--- src/rtl/llsc_reservation_unit.sv ---
// ---------------------------------------------------------------------------
// llsc_reservation_unit
//
// Responder side of the core's atomic-access interface. Holds the single
// load-linked (LL) reservation, answers every accepted memory request one
// cycle later with an AtomicStatus, and decides PASS/FAIL for store-
// conditional (SC). External writes (snoop), pipeline squashes (flush) and
// an aging counter invalidate the reservation.
//
// Ports:
//   clk, rst              clock, synchronous active-high reset
//   req_valid             request this cycle (always accepted unless flushed)
//   req_access            0 = READ, 1 = WRITE
//   req_atomic            1 = LL (with READ) or SC (with WRITE)
//   req_addr              request byte address
//   snoop_valid/addr      external write observed this cycle
//   flush                 squash: kills this cycle's request and reservation
//   resp_valid            one-cycle response strobe
//   resp_status           0 = NOT_ATOMIC, 1 = ATOMIC_PASS, 2 = ATOMIC_FAIL
//   sc_commit             with resp_valid: SC may write memory
//   resv_valid/resv_addr  current reservation (low GRAN_BITS forced to 0)
// ---------------------------------------------------------------------------
module llsc_reservation_unit #(
    parameter int ADDR_WIDTH   = 32,
    parameter int GRAN_BITS    = 2,
    parameter int RESV_TIMEOUT = 1024
) (
    input  logic                  clk,
    input  logic                  rst,
    input  logic                  req_valid,
    input  logic                  req_access,
    input  logic                  req_atomic,
    input  logic [ADDR_WIDTH-1:0] req_addr,
    input  logic                  snoop_valid,
    input  logic [ADDR_WIDTH-1:0] snoop_addr,
    input  logic                  flush,
    output logic                  resp_valid,
    output logic [1:0]            resp_status,
    output logic                  sc_commit,
    output logic                  resv_valid,
    output logic [ADDR_WIDTH-1:0] resv_addr
);

    localparam logic [0:0] ST_IDLE     = 1'b0;
    localparam logic [0:0] ST_RESERVED = 1'b1;

    localparam logic [1:0] NOT_ATOMIC  = 2'd0;
    localparam logic [1:0] ATOMIC_PASS = 2'd1;
    localparam logic [1:0] ATOMIC_FAIL = 2'd2;

    localparam logic ACC_READ  = 1'b0;
    localparam logic ACC_WRITE = 1'b1;

    localparam int              AGE_W     = (RESV_TIMEOUT > 0) ? $clog2(RESV_TIMEOUT + 1) : 1;
    localparam logic [AGE_W-1:0] AGE_MAX  = AGE_W'(RESV_TIMEOUT);
    localparam logic            EXPIRY_EN = (RESV_TIMEOUT != 0);

    // Clears the byte-within-granule bits so addresses compare by line.
    localparam logic [ADDR_WIDTH-1:0] LINE_MASK =
        ~((ADDR_WIDTH'(1) << GRAN_BITS) - ADDR_WIDTH'(1));

    // True when two byte addresses fall in the same reservation granule.
    function automatic logic same_line(input logic [ADDR_WIDTH-1:0] a,
                                       input logic [ADDR_WIDTH-1:0] b);
        return ((a ^ b) & LINE_MASK) == {ADDR_WIDTH{1'b0}};
    endfunction

    logic [0:0]            state_r;
    logic [0:0]            state_nxt_s;
    logic [ADDR_WIDTH-1:0] resv_addr_r;
    logic [ADDR_WIDTH-1:0] resv_addr_nxt_s;
    logic [AGE_W-1:0]      age_r;
    logic [AGE_W-1:0]      age_nxt_s;
    logic                  resp_valid_r;
    logic [1:0]            resp_status_r;
    logic                  sc_commit_r;

    logic                  accept_s;
    logic                  is_ll_s;
    logic                  is_sc_s;
    logic                  is_store_s;
    logic                  held_s;
    logic                  req_hit_s;
    logic                  snoop_hit_s;
    logic                  expired_s;
    logic                  sc_pass_s;
    logic [1:0]            status_nxt_s;

    assign accept_s    = req_valid & ~flush;
    assign is_ll_s     = accept_s & (req_access == ACC_READ)  &  req_atomic;
    assign is_sc_s     = accept_s & (req_access == ACC_WRITE) &  req_atomic;
    assign is_store_s  = accept_s & (req_access == ACC_WRITE) & ~req_atomic;
    assign held_s      = (state_r == ST_RESERVED);
    assign req_hit_s   = held_s & same_line(req_addr, resv_addr_r);
    assign snoop_hit_s = held_s & snoop_valid & same_line(snoop_addr, resv_addr_r);
    assign expired_s   = held_s & EXPIRY_EN & (age_r == AGE_MAX);

    // An SC racing a snoop hit or an expired reservation must fail.
    assign sc_pass_s   = req_hit_s & ~snoop_hit_s & (~EXPIRY_EN | (age_r < AGE_MAX));

    // Response status for the request sampled this cycle.
    always_comb begin
        status_nxt_s = NOT_ATOMIC;
        case ({req_access, req_atomic})
            {ACC_READ, 1'b0}:  status_nxt_s = NOT_ATOMIC;
            {ACC_READ, 1'b1}:  status_nxt_s = ATOMIC_PASS;
            {ACC_WRITE, 1'b1}: status_nxt_s = sc_pass_s ? ATOMIC_PASS : ATOMIC_FAIL;
            default:           status_nxt_s = NOT_ATOMIC;
        endcase
    end

    // Reservation next-state: flush > LL > kill events > SC/store.
    always_comb begin
        state_nxt_s     = state_r;
        resv_addr_nxt_s = resv_addr_r;
        age_nxt_s       = age_r;
        if (flush) begin
            state_nxt_s = ST_IDLE;
            age_nxt_s   = {AGE_W{1'b0}};
        end else if (is_ll_s) begin
            // The snoop write is ordered before the LL, so the LL still wins.
            state_nxt_s     = ST_RESERVED;
            resv_addr_nxt_s = req_addr & LINE_MASK;
            age_nxt_s       = {AGE_W{1'b0}};
        end else if (snoop_hit_s | expired_s | is_sc_s | (is_store_s & req_hit_s)) begin
            state_nxt_s = ST_IDLE;
            age_nxt_s   = {AGE_W{1'b0}};
        end else if (held_s && EXPIRY_EN && (age_r != AGE_MAX)) begin
            age_nxt_s = age_r + AGE_W'(1);
        end else begin
            // Idle, or counter saturated / disabled: hold.
            age_nxt_s = age_r;
        end
    end

    // Reservation state, address and age registers.
    always_ff @(posedge clk) begin
        if (rst) begin
            state_r     <= ST_IDLE;
            resv_addr_r <= {ADDR_WIDTH{1'b0}};
            age_r       <= {AGE_W{1'b0}};
        end else begin
            state_r     <= state_nxt_s;
            resv_addr_r <= resv_addr_nxt_s;
            age_r       <= age_nxt_s;
        end
    end

    // Registered one-cycle response; quiet (NOT_ATOMIC, no commit) otherwise.
    always_ff @(posedge clk) begin
        if (rst) begin
            resp_valid_r  <= 1'b0;
            resp_status_r <= NOT_ATOMIC;
            sc_commit_r   <= 1'b0;
        end else begin
            resp_valid_r  <= accept_s;
            resp_status_r <= accept_s ? status_nxt_s : NOT_ATOMIC;
            sc_commit_r   <= is_sc_s & sc_pass_s;
        end
    end

    assign resp_valid  = resp_valid_r;
    assign resp_status = resp_status_r;
    assign sc_commit   = sc_commit_r;
    assign resv_valid  = state_r;
    assign resv_addr   = resv_addr_r;

endmodule

--- config.mk ---
export PLATFORM = sky130hd
export DESIGN_NAME = llsc_reservation_unit
export DESIGN_NICKNAME = d
export VERILOG_FILES = /design/src/rtl/llsc_reservation_unit.sv
export SDC_FILE = /design/constraint.sdc
export NUM_CORES = 1
export LEC_CHECK = 0
export BUFFER_PORTS_ARGS = -buffer_cell sky130_fd_sc_hd__buf_4
export CELL_PAD_IN_SITES_DETAIL_PLACEMENT = 1
export CELL_PAD_IN_SITES_GLOBAL_PLACEMENT = 1
export CORE_ASPECT_RATIO = 1.25
export CORE_MARGIN = 2
export CORE_UTILIZATION = 36
export CTS_BUF_LIST = sky130_fd_sc_hd__clkbuf_8 sky130_fd_sc_hd__clkbuf_16
export CTS_CLUSTER_DIAMETER = 100
export DETAILED_ROUTE_END_ITERATION = 12
export PLACE_DENSITY = 0.89
export SYNTH_ARGS = -nofsm -noshare
export SYNTH_HDL_FRONTEND = slang
export SYNTH_SLANG_ARGS = --single-unit
--- constraint.sdc ---
create_clock -name clk -period 4.4 [get_ports clk]
set_input_delay 0.66 -clock clk [delete_from_list [all_inputs] [get_ports clk]]
set_output_delay 0.66 -clock clk [all_outputs]
set_load 0.02 [all_outputs]
==> impl_results.md <==
* Clk Latency, worst-skew pair at 300 ps
* Top Metal Used: met4
* WL met1 at 3013 microns
* Synth unique cells at 30
* Clock root buffer: clkbuf_8
* FF+latch count, synth at 46
* Detail Placement HPWL at 6144 microns
* Detailed Route WL at 7847 microns
* Ys async rst share at 0%
* Hold_buf cts at 0
* Avg WL per Cell at 16.45 microns
* Final min period at 2225 ps
* Number of max-cap violations at 0
* Post-cts repair resize count at 0
* Max frequency at 449.3 MHz
* Post-synth EDFFs at 0
* # setup viols final at 0
* First-pass GRT wire length at 12410 microns
* Final #Nets at 462
* Area of the multi-input gates at 0.001431 sq mm
* Crit path max fanout at 12
* Post-Place Setup Slack at 1841 ps
* Relative slew slack at 23.24%
* Leading area contributor after synthesis: dfxtp_1
* DR DRC count at 0
* Fillcell total at 781
* I/O Pins at 108
* WP data arrival at 2390 ps
* Via count at 2457
* ANT cells at 0
* Layout Cells excl Fill at 477
* Global Route Usage Sum at 21.20%
* Count leader, synth: nand2_1
* Cell Area, Synth at 0.002439 sq mm
* H-tree levels at 2
* Standby leakage power at 0.001404 uW
* Area growth, synth to finish at 38.94%
* Initial antenna violation count at 0
* Startpoint types: input pin
* Synth Flop Type: dfxtp_1
* Most frequent cells after synthesis: nand2_1 (66), dfxtp_1 (46), xor2_1 (37)
* Part of the Yosys area used for sequential elements at 37.76%
* Die Y-Extent at 96.02 microns
* Final setup margin at 2175 ps
* Drt pass-1 iters at 4
* Period utilization at 50.58%
* Post-route clock skew at 7.582 ps
* Area of the die at 0.007453 sq mm
* Synth warnings at 0
* Die W at 77.62 microns
* Synth area leaders: dfxtp_1 (38%), xor2_1 (13%), xnor2_1 (12%)
* Detailed Route Iter0 Violations at 53
* Share of layout cells above drive strength 1 at 29.23%
* Total global routing overflow at 0
* Vias in the first global route at 2571
* CP endpoint kind: flop
* Placed cells at 469
* Post-DR vias/cell at 5.151
* Syn Area/Cell at 8.351 sq um
* Largest net degree at the start of global routing at 33
* CTS Sinks at 46
* VDD IR max at 250.0 uV
* Setup_tns at 0 ps
* Worst Path Required at 4560 ps
* Cell count after synthesis at 292
* IO Port Bufs at 101
* RSZ-0062 raised after global routing: false
* Max-slew violations at 0
* Met2 WL at 4074 microns
* Status: complete, no violations
* CTS Buf Count at 5
* FF+latch area at 920.9 sq um
* Routability cong. at 0.8563
* Routed wl met3 at 517 microns
* Core region area at 0.006565 sq mm
* Min-Delay Path Class: flop to flop
* Top-area cell type share of the netlist area at 37.76%
* Routed Antenna Nets at 0
* Row count at 33
* Setup CP Type: input pin to flop
* Setup Buffers After CTS at 0
* Final hold viol count at 0
* Clock Tree Buf Depth at 2
* Worst slew pin tran at 1151 ps
* Reg clk slew, reported paths at 90 ps
* Power Density at 283.7 mW/mm^2
* Initial cell density of the core at 37.15%
* CTS tree: yes
[cell type report]
| class | instances | area share, % |
|---|---|---|
| Sequential cell | 46 | 27.18 |
| Multi-Input combinational cell | 229 | 42.25 |
| Timing Repair Buffer | 102 | 22.60 |
| Clock buffer | 6 | 2.437 |
| Inverter | 5 | 0.5539 |
| Clock inverter | 2 | 1.773 |
| Tap cell | 87 | 3.213 |
[worst paths after layout]
path         slack, ps                   endpoint                       from  depth (start not counted)
min reg2reg        520  resv_addr[4]$_SDFFE_PP0P_  resv_addr[4]$_SDFFE_PP0P_                          2
max               2170    resv_valid$_SDFFE_PP0P_               req_addr[16]                          6
min                520  resv_addr[4]$_SDFFE_PP0P_  resv_addr[4]$_SDFFE_PP0P_                          2
max reg2reg       2260    resv_valid$_SDFFE_PP0P_  resv_addr[9]$_SDFFE_PP0P_                          5
[flip-flops by register name, indices dropped and copies added, names as in the netlist]
name	flops
resv_valid	1
resp_status	2
resv_addr	30
resp_valid	1
age_r	11
sc_commit	1
[stage by stage]
stage | cell area [sq um] | total power [uW] | utilization [%] | hold slack (ps)
2_1_floorplan | 2442 | 501.6 | - | 523.0
3_3_place_gp | 3246 | 575.9 | 49.44 | 498.5
3_5_place_dp | 3246 | 580.3 | 49.44 | 512.1
4_1_cts | 3388 | 966.5 | 51.61 | 526.6
5_1_grt | 3388 | 997.4 | 51.61 | 559.0
6_report | 3388 | 961.3 | 51.61 | 523.5
[power by group]
part / switching, uW / total (uW) / internal, uW
clock network: 148 / 391 / 242
registers: 9.42 / 432 / 423
logic: 65.1 / 138 / 73.3
[metal layers]
layer | vias to the layer above | track usage, %
met2 | 93 | 38.15
met3 | 19 | 6.567
met1 | 1175 | 22.94
met5 | - | 0
met4 | 0 | 9.226
li1 | 1170 | -
[worst max-delay path, stage by stage]
cell and delay (ps):
buf_4 120, xnor2_1 230, nand4_1 130, nor4_1 510
and4_1 580, o22ai_2 150
[cells in the final DEF, fill, tap and decap left out, types with 6 or more instances in the layout]
master / Yosys / final
dfxtp_1: 46 / 46
a21oi_1: 31 / 31
clkbuf_8: 0 / 6
buf_4: 2 / 102
nor4_1: 8 / 8
nand4_1: 11 / 11
xor2_1: 37 / 37
xnor2_1: 33 / 33
nand2_1: 66 / 66
nor3_1: 12 / 12
[kinds of logic after synthesis]
kind of cell | count (synthesis) | share of synthesized area [%]
muxes | 1 | 0.4105
buffers and inverters | 18 | 3.694
and+or+nand+nor | 117 | 23.09
other | 1 | 0.1538
DFF | 46 | 37.76
adders and majority gates | 2 | 1.026
xor gates and xnor gates | 70 | 25.14
AOI/OAI and AO/OA | 37 | 8.723
Power figures use the tool's default switching activity.
